**src/rtl/mul_unit_pkg.sv**
```systemverilog
`default_nettype none
// ============================================================================
//  Module   : mul_unit_pkg
//  Purpose  : Shared types and constants for the iterative multiply unit.
//             Holds the control FSM state encoding, the iteration count and
//             a helper that produces operand magnitudes for signed operations.
//  Revision : 1.0  initial release
// ============================================================================
package mul_unit_pkg;

    // Number of radix-2 shift-add steps for a 32x32 multiply.
    localparam int MUL_ITER   = 32;
    localparam int MUL_CNT_W  = 5;
    localparam logic [MUL_CNT_W-1:0] MUL_LAST = MUL_CNT_W'(MUL_ITER - 1);

    typedef enum logic [1:0] {
        ST_IDLE = 2'd0,
        ST_CALC = 2'd1,
        ST_FIX  = 2'd2,
        ST_DONE = 2'd3
    } mul_state_t;

    // Two's-complement magnitude when take_abs is set and v is negative.
    // 0x80000000 maps to itself, which is the correct unsigned magnitude.
    function automatic logic [31:0] mul_magnitude(input logic [31:0] v,
                                                  input logic        take_abs);
        return (take_abs && v[31]) ? (~v + 32'd1) : v;
    endfunction

endpackage : mul_unit_pkg
`default_nettype wire

```
**src/rtl/mul_unit.sv**
```systemverilog
`default_nettype none
// ============================================================================
//  Module   : mul_unit
//  Purpose  : Iterative 32x32 multiplier / multiply-accumulate for the core.
//             Supports MUL, MLA (32-bit result) and UMULL/UMLAL/SMULL/SMLAL
//             (64-bit result). One radix-2 shift-add step per enabled cycle;
//             a single fix-up cycle applies the sign and the accumulator.
//  Revision : 1.0  initial release
//
//  Ports
//    clk           core clock, rising edge
//    rst_n         asynchronous active-low reset
//    en            pipeline enable; 0 freezes every register
//    i_start       start request, accepted only in IDLE
//    i_long        1: 64-bit result, 0: 32-bit result
//    i_signed      signed operands (long forms only)
//    i_accumulate  add accumulator to the product
//    i_set_flags   S bit: update cpsr flags on completion
//    i_rm, i_rs    multiplicand, multiplier
//    i_acc_lo/hi   accumulator (hi used only for long forms)
//    i_nzcv        current cpsr flags; C and V pass through
//    o_busy        operation in progress (CALC, FIX, DONE)
//    o_done        one-cycle completion pulse
//    o_result_lo/hi  result; hi is zero for 32-bit forms
//    o_nzcv_flag   cpsr flag write strobe (DONE cycle with S=1 only)
//    o_nzcv_alu    flag values for cpsr
//
//  Timing: start sampled on edge E; CALC runs on edges E+1..E+32, FIX on
//  E+33, which raises o_done. Counting the start-sampling edge as the first,
//  o_done appears after the 34th enabled edge.
// ============================================================================
module mul_unit
    import mul_unit_pkg::*;
(
    input  logic        clk,
    input  logic        rst_n,
    input  logic        en,
    input  logic        i_start,
    input  logic        i_long,
    input  logic        i_signed,
    input  logic        i_accumulate,
    input  logic        i_set_flags,
    input  logic [31:0] i_rm,
    input  logic [31:0] i_rs,
    input  logic [31:0] i_acc_lo,
    input  logic [31:0] i_acc_hi,
    input  logic [3:0]  i_nzcv,
    output logic        o_busy,
    output logic        o_done,
    output logic [31:0] o_result_lo,
    output logic [31:0] o_result_hi,
    output logic        o_nzcv_flag,
    output logic [3:0]  o_nzcv_alu
);

    // ------------------------------------------------------------------
    // State and latched operation context
    // ------------------------------------------------------------------
    mul_state_t             r_state;
    logic [MUL_CNT_W-1:0]   r_count;
    logic [31:0]            r_mcand;      // multiplicand magnitude
    logic [31:0]            r_mplier;     // multiplier magnitude
    logic [63:0]            r_prod;       // unsigned partial product
    logic                   r_neg;        // product must be negated in FIX
    logic                   r_long;
    logic                   r_accumulate;
    logic                   r_set_flags;
    logic [31:0]            r_acc_lo;
    logic [31:0]            r_acc_hi;
    logic [1:0]             r_cv;         // latched C,V

    // Registered outputs
    logic                   r_busy;
    logic                   r_done;
    logic [31:0]            r_result_lo;
    logic [31:0]            r_result_hi;
    logic                   r_nzcv_flag;
    logic [3:0]             r_nzcv_alu;

    // ------------------------------------------------------------------
    // Combinational datapath
    // ------------------------------------------------------------------
    logic        w_signed_op;
    logic [63:0] w_addend;
    logic [63:0] w_prod_fixed;
    logic [63:0] w_acc_val;
    logic [63:0] w_sum;
    logic [63:0] w_result;
    logic        w_flag_n;
    logic        w_flag_z;
    logic        w_unused_nz;

    // Signedness only matters for the long forms: the low 32 bits of a
    // product are identical for signed and unsigned interpretation.
    assign w_signed_op = i_long & i_signed;

    // Multiplicand weighted by the current step index.
    assign w_addend = {32'd0, r_mcand} << r_count;

    assign w_prod_fixed = r_neg ? (~r_prod + 64'd1) : r_prod;

    assign w_acc_val = !r_accumulate ? 64'd0 :
                       r_long        ? {r_acc_hi, r_acc_lo} :
                                       {32'd0, r_acc_lo};

    // Short forms wrap modulo 2^32; upper half is forced to zero.
    assign w_sum    = w_prod_fixed + w_acc_val;
    assign w_result = r_long ? w_sum : {32'd0, w_sum[31:0]};

    assign w_flag_n = r_long ? w_result[63] : w_result[31];
    assign w_flag_z = r_long ? (w_result == 64'd0) : (w_result[31:0] == 32'd0);

    // N and Z are recomputed here; only C and V are taken from cpsr.
    assign w_unused_nz = ^i_nzcv[3:2];

    // ------------------------------------------------------------------
    // Control FSM and registers
    // ------------------------------------------------------------------
    always_ff @(posedge clk or negedge rst_n) begin
        if (!rst_n) begin
            r_state      <= ST_IDLE;
            r_count      <= '0;
            r_mcand      <= '0;
            r_mplier     <= '0;
            r_prod       <= '0;
            r_neg        <= 1'b0;
            r_long       <= 1'b0;
            r_accumulate <= 1'b0;
            r_set_flags  <= 1'b0;
            r_acc_lo     <= '0;
            r_acc_hi     <= '0;
            r_cv         <= '0;
            r_busy       <= 1'b0;
            r_done       <= 1'b0;
            r_result_lo  <= '0;
            r_result_hi  <= '0;
            r_nzcv_flag  <= 1'b0;
            r_nzcv_alu   <= '0;
        end else if (en) begin
            case (r_state)
                ST_IDLE: begin
                    if (i_start) begin
                        r_mcand      <= mul_magnitude(i_rm, w_signed_op);
                        r_mplier     <= mul_magnitude(i_rs, w_signed_op);
                        r_neg        <= w_signed_op & (i_rm[31] ^ i_rs[31]);
                        r_long       <= i_long;
                        r_accumulate <= i_accumulate;
                        r_set_flags  <= i_set_flags;
                        r_acc_lo     <= i_acc_lo;
                        r_acc_hi     <= i_acc_hi;
                        r_cv         <= i_nzcv[1:0];
                        r_prod       <= '0;
                        r_count      <= '0;
                        r_busy       <= 1'b1;
                        r_state      <= ST_CALC;
                    end
                end

                ST_CALC: begin
                    if (r_mplier[r_count]) begin
                        r_prod <= r_prod + w_addend;
                    end
                    // Counter wraps back to zero after the last step.
                    r_count <= r_count + MUL_CNT_W'(1);
                    if (r_count == MUL_LAST) begin
                        r_state <= ST_FIX;
                    end
                end

                ST_FIX: begin
                    r_result_lo <= w_result[31:0];
                    r_result_hi <= w_result[63:32];
                    r_nzcv_alu  <= {w_flag_n, w_flag_z, r_cv};
                    r_nzcv_flag <= r_set_flags;
                    r_done      <= 1'b1;
                    r_state     <= ST_DONE;
                end

                ST_DONE: begin
                    r_done      <= 1'b0;
                    r_nzcv_flag <= 1'b0;
                    r_busy      <= 1'b0;
                    r_state     <= ST_IDLE;
                end

                default: begin
                    r_state <= ST_IDLE;
                end
            endcase
        end
    end

    // ------------------------------------------------------------------
    // Outputs: all driven straight from registers
    // ------------------------------------------------------------------
    assign o_busy      = r_busy;
    assign o_done      = r_done;
    assign o_result_lo = r_result_lo;
    assign o_result_hi = r_result_hi;
    assign o_nzcv_flag = r_nzcv_flag;
    assign o_nzcv_alu  = r_nzcv_alu;

endmodule : mul_unit
`default_nettype wire

```
**config.mk**
```make
export PLATFORM = sky130hd
export DESIGN_NAME = mul_unit
export DESIGN_NICKNAME = d
export VERILOG_FILES = /design/src/rtl/mul_unit_pkg.sv /design/src/rtl/mul_unit.sv
export SDC_FILE = /design/constraint.sdc
export NUM_CORES = 1
export LEC_CHECK = 0
export BUFFER_PORTS_ARGS = -buffer_cell sky130_fd_sc_hd__buf_2
export CELL_PAD_IN_SITES_DETAIL_PLACEMENT = 0
export CELL_PAD_IN_SITES_GLOBAL_PLACEMENT = 1
export CORE_ASPECT_RATIO = 0.7
export CORE_MARGIN = 4
export CORE_UTILIZATION = 40
export CTS_BUF_LIST = sky130_fd_sc_hd__clkbuf_8
export CTS_CLUSTER_DIAMETER = 200
export DETAILED_ROUTE_END_ITERATION = 6
export PLACE_DENSITY = 0.81
export SYNTH_ARGS = -nofsm -noshare
export SYNTH_HDL_FRONTEND = slang
export SYNTH_SLANG_ARGS = --single-unit
```
**constraint.sdc**
```tcl
create_clock -name clk -period 7.4 [get_ports clk]
set_input_delay 1.48 -clock clk [delete_from_list [all_inputs] [get_ports clk]]
set_output_delay 1.48 -clock clk [all_outputs]
set_load 0.01 [all_outputs]
```
======== Yosys cells after proc, flatten, opt, wreduce, memory -nomap -nowiden ========
Index checks and enable logic that the tools add are counted.
cells by class
  add/subtract/negate cells ............... 6
  multiply operators ...................... 0
  div/mod/pow operators ................... 0
  magnitude comparators ................... 1
  eq/ne operators ......................... 7
  shift operators ......................... 1
  muxes and demuxes ....................... 22
  bitwise logic cells ..................... 6
  reduce and logical (&&, ||, !) cells .... 15
operator list
  cell                   count
  $mux 64                6
  $add 64x64->64         2
  $pmux 64 s2            1
  $add 32x1->32 const B  2
  $add 64x1->64 const B  1
  $logic_not 64->1       1
  $mux 32                2
  $not 32->32            2
  $not 64->64            1
  $shl 32x5->64          1
  $logic_not 32->1       1
  $reduce_and 3->1       4
  $pmux 5 s2             1
  $pmux 2 s4             1
  $lt 5x6->1 const B     1
  $ne 2x2->1 const B     3
  $pmux 1 s2             3
  $reduce_bool 2->1      3
  $add 5x1->5 const B    1
  $bmux 1 s5             1
  $eq 5x5->1 const B     1
  $mux 5                 1
  $eq 2x2->1 const B     2
  $mux 1                 4
  8 further kinds        12
word-level totals
  bits in registers ....................... 276
  bits in latches ......................... 0
  bits in writable memories ............... 0
  bits in read-only memories .............. 0
  input bits .............................. 140
  output and inout bits ................... 71
  word-level logic and storage cells ...... 76
  memories ................................ 0

======== Depth between registers and ports, before layout ========
  depth in word-level cells ............... 7
  gate-level depth with buffers ........... 25
  depth with buffers taken out ............ 24

======== Worst setup path after synthesis ========
No wires, ideal clock.
  path type ............................... register to register
  start ................................... register r_count[0]
  end ..................................... register r_prod[63]
  setup time .............................. 0.131 ns
  arrival ................................. 5.113 ns
  data required time ...................... 7.269 ns
  slack ................................... 2.156 ns
  cell stages (with the launch flop) ...... 26
  path buffers ............................ 5
  clock period less this slack ............ 5.244 ns
  cell sequence ........................... dfrtp_1 -> buf_2 -> buf_2 -> buf_1 -> clkbuf_1 -> inv_1 -> a31oi_1 -> nor2_1 -> a21oi_1 -> mux2i_1 -> nand2_1 -> o21ai_0 -> ha_1 -> clkbuf_1 -> a21oi_1 -> o21ai_1 -> a2111oi_0 -> nor2_1 -> a31oi_1 -> a211oi_1 -> o41ai_2 -> nand2_1 -> a221o_1 -> a2111oi_2 -> or4_1 -> nand3_1
on the way
  longest elaborated chain between the ends .. 4
  elaborated cells on any way between the ends .. 8
  those cells by class .................... 1 x add/sub; 1 x eq/ne; 1 x shift; 4 x mux; 1 x reduce/logical
RTL lines
  element                                          RTL line                          text
  from (decl)                                      mul_unit.sv:60                    logic [MUL_CNT_W-1:0] r_count;
  from (signal assigned)                           mul_unit.sv:164                   r_count <= r_count + MUL_CNT_W'(1);
  $shl 32x5->64 or $bmux 1 s5 (tied branches)      mul_unit.sv:98, mul_unit.sv:160
  $add 64x64->64 or $mux 1 (tied branches)         mul_unit.sv:161, mul_unit.sv:160
  $mux 64 or $ne 2x2->1 (tied branches)            n/a
  $pmux 64 s2 or $reduce_and 4->1 (tied branches)  n/a
  to (signal assigned)                             mul_unit.sv:161                   r_prod <= r_prod + w_addend;
  to (decl)                                        mul_unit.sv:63                    logic [63:0] r_prod;
Several ways; a longest one is shown, not always the timed one. The select of a mux whose other input is x is not followed.
A chain may end at the register's enable or synchronous reset.

======== Final worst setup path ========
  start ................................... register r_count[1]
  end ..................................... register r_prod[63]
Same word-level chain as after synthesis.

==> summary.md <==
| Metric | Value |
|---|---|
| Cell repeated most along the worst path | a21oi_1 |
| Synth Area per Inst | between 8 and 9 sq um |
| P_sw | ~0.0067 W |
| Die X | between 200 and 300 um |
| Critical path type | reg -> reg |
| Final HPWL DP | about 55000 um |
| Post-synth top cells | 391 x nand2_1, 276 x dfrtp_1, 231 x o21ai_0 |
| Clock share of power | 0.118 |
| RSZ-0062 raised after global routing | no |
| Number of synthesized flops with an enable pin | 0 |
| Critical Path Sink | r_prod[63] |
| Yosys reg bits | 276 |
| Row count | between 70 and 80 |
| Core Region | around 57000 sq um |
| Delay of the slowest cell on the worst path | between 1 and 1.5 ns |
| Number of global-route vias before repair | approximately 20k |
| Main synth FF type | dfrtp_1 |
| Worst r2r dst | r_prod[63] |
| IO Pins | 211 |
| Maximum VDD drop | roughly 0.00022 V |
| Longest Clk Path Bufs | 3 |
| Hold_buf cts | 0 |
| Post-DRT Antenna Nets | 0 |
| Power density cells | 511 nW/um^2 |
| Final TNS setup | 0 ns |
| Crit. End Element | register |
| Routed wire length per instance | approximately 20 um |
| # DRC | 0 |
| Fin area | 25600 sq um |
| Routed vias | about 21k |
| Synth area leaders | dfrtp_1 30%, ha_1 7.4%, nand2_1 6.4% |
| Final Wtd Congestion | roughly 0.89 |
| First-pass iteration count of the detailed router | 5 |
| Number of fill cells | 5583 |
| Largest net degree at the start of global routing | roughly 140 |
| Routed vias/inst | between 5 and 6 |
| Syn Nets | just under 3k |
| Headroom to the max-slew limit | 0.183 |
| Worst slack, placed | between 1 and 1.5 ns |
| Worst Setup Start Kind | register |
| Storage cell area | between 6000 and 7000 sq um |
| First DRT Iteration DRCs | 1567 |
| Final Cycle Share | 0.864 |
| Yosys cell types | between 90 and 100 |
| Ys async rst share | 1.00 |
| H-tree levels | 2 |
| Sequential share of power | 0.219 |
| Post-CTS setup buffer count | 0 |
| CTS Buf Count | 48 |
| CTS tree | done |
| Part of the power in combinational logic | 0.662 |
| Initial antenna violation count | 0 |
| Die height | around 210 um |
| Initial Utilization | 0.404 |
| Area delta synth->final | 11.7% |
| Final worst-path setup slack | 1.01 ns |
| Detailed Route WL | between 70000 and 80000 um |
| Slowest CP cell | dfrtp_2 |
| Critical Path Fanout Max | 50 |
| Fin nets | approximately 3.1k |
| Max-Cap Viols | 0 |
| Final Slew Violations | 0 |
| Worst R2R Setup Slack | between 1 and 1.5 ns |
| Cell Area, Synth | ~23000 sq um |
| Skew final | 0.0578 ns |
| Global-route total usage across every layer | 0.226 |
| Seq/Total Area, Yosys | 0.302 |
| GR Overflow Total | 0 |
| First-pass GRT wire length | 112000 um |
| Area of the multi-input gates | approximately 15000 sq um |
| CP Launch Point | r_count[1] |
| Outcome | finished, final reports clean |
| CP cell instances | clkinv_1 -> a21oi_1 -> a21oi_1 -> nor3_1 -> ha_1 -> a21o_1 -> a21o_1 -> a21oi_1 -> a2111oi_1 -> o2111ai_1 -> a211oi_1 -> o41ai_2 -> nand2_1 -> a221o_1 -> a2111oi_2 -> or4_1 -> nand3_1 |
| Worst Reg2Reg Path Length in Cells | 17 |
| Clock transition at path regs | 0.07 ns |
| Die ar. | just over 60000 sq um |
| CP arrival | 6.93 ns |
| Cell taking the most area after synthesis | dfrtp_1 |
| Sw Share | 0.511 |
| Setup violators final | 0 |
| CTS Root Buffer Type | clkbuf_8 |
| Cell count after synthesis | around 2.7k |
| IO buf count | roughly 210 |
| Hold Path Class | reg -> reg |
| Ant diodes | 0 |
| Pleak | around 12 nW |
| Fmax | 0.156 GHz |
| Synthesis Warnings | 0 |
| CTS sink cnt | approximately 280 |
| Final Hold Fails | 0 |
| Clk_lat worst skew | between 0.6 and 0.7 ns |
| Internal power | between 0.006 and 0.007 W |
| Most numerous cell in the Yosys netlist | nand2_1 |
| Worst Path Required | approximately 8 ns |
| Post-CTS Resized | 0 |
| Area fraction of the dominant cell type after synthesis | 0.302 |
| Actual slew at the worst max-slew pin | 1.23 ns |
| Placed Instance Area | 24500 sq um |
| Worst reg2reg path startpoint | r_count[1] |
| Minimum clock period | about 6.4 ns |
| Ratio of cells with drive above 1 in the final layout | 0.165 |
## worst min path at each step
stage / from / end / slack (ns) / cells past startpoint
2_1_floorplan: r_cv[0] / o_nzcv_alu[0] / 0.43 / 2
3_3_place_gp: r_cv[0] / o_nzcv_alu[0] / 0.44 / 2
3_5_place_dp: o_result_lo[0] / o_result_lo[0] / 0.46 / 2
4_1_cts: o_result_lo[0] / o_result_lo[0] / 0.48 / 2
5_1_grt: o_result_lo[0] / o_result_lo[0] / 0.49 / 2
6_report: o_result_lo[0] / o_result_lo[0] / 0.47 / 2
## per-layer routing
metal  vias to the layer above  part of all wire  global-route usage
li1                      10100                 -                   -
met1                     10100              0.48               0.331
met2                       507              0.44               0.350
met3                        89             0.061              0.0427
met4                         0             0.016              0.0431
met5                         -                 0                   0
## worst max-delay path: cells and delay by family (launching register included)
| family | cells | cell delay (ns) |
|---|---|---|
| AOI/OAI and AO/OA | 11 | 3.00 |
| and+or+nand+nor | 4 | 1.32 |
| DFF | 1 | 1.03 |
| buffers and inverters | 1 | 0.55 |
| adders and majority gates | 1 | 0.38 |
## placed cells by master, fill, tap and decap left out, types with 14 or more instances in the layout
master      n
a22o_1     58
and3_1     49
buf_2     207
clkbuf_8   61
a31oi_1    21
o31ai_1    36
mux4_2     28
nand2b_1   22
nor2_1    128
and2_1     44
xnor2_1   150
nand2_1   389
buf_4      19
dfrtp_1   272
o21a_1     14
a21o_1     69
or4_1      14
o21bai_1   23
nor4_1     19
nor3_1     44
mux2_2     91
or3_1      17
o21ai_0   231
mux2i_1    38
ha_1      135
nand3_1    67
a21oi_1   176
nor2b_1    16
nand4_1    44
inv_1      65
xor2_1     84
o22ai_1    21
## cells by family after synthesis
kind of cell | Yosys count | synth area share
flip-flops | 276 | 0.302
XOR/XNOR | 235 | 0.0902
adder cells (fa/ha/maj) | 137 | 0.0755
AO/OA/AOI/OAI | 775 | 0.219
AND/OR/NAND/NOR | 904 | 0.189
multiplexers | 158 | 0.0894
buffers and inverters | 208 | 0.0350
## metrics by stage
step | utilization | cells | hold slack (ns) | power [W]
after global routing | 0.451 | 3606 | 0.493 | 0.0141
after global placement | 0.432 | 3520 | 0.442 | 0.0113
after CTS | 0.451 | 3606 | 0.477 | 0.0130
final | 0.451 | 3606 | 0.467 | 0.0131
after detailed placement | 0.432 | 3520 | 0.462 | 0.0114
after floorplan | - | 2693 | 0.433 | 0.00901
## final cells by class
type                    count  share of cell area
multi-input cells        2209               0.595
flip-flops and latches    276               0.270
repair buffers            229              0.0483
well taps                 750              0.0367
clock buffers              61              0.0328
inverters                  56             0.00822
clock inverters            25             0.00808
## sequential cells by signal, indices dropped and copies added, names as in the netlist
register	count
r_cv	2
o_done	1
r_prod	64
r_acc_hi	32
r_long	1
r_mcand	32
o_busy	1
r_count	5
r_neg	1
o_result_hi	32
r_mplier	32
r_state	2
o_result_lo	32
r_set_flags	1
r_accumulate	1
o_nzcv_flag	1
o_nzcv_alu	4
r_acc_lo	32
## power by group through the flow
| stage | clock network, W | registers (W) | logic, W |
|---|---|---|---|
| 2_1_floorplan | 0 | 0.00263 | 0.00639 |
| 3_3_place_gp | 0 | 0.00283 | 0.00843 |
| 3_5_place_dp | 0 | 0.00288 | 0.00851 |
| 4_1_cts | 0.00160 | 0.00286 | 0.00856 |
| 5_1_grt | 0.00166 | 0.00296 | 0.00952 |
| 6_report | 0.00155 | 0.00287 | 0.00866 |
Note: power is estimated with default switching activity, not from simulation.
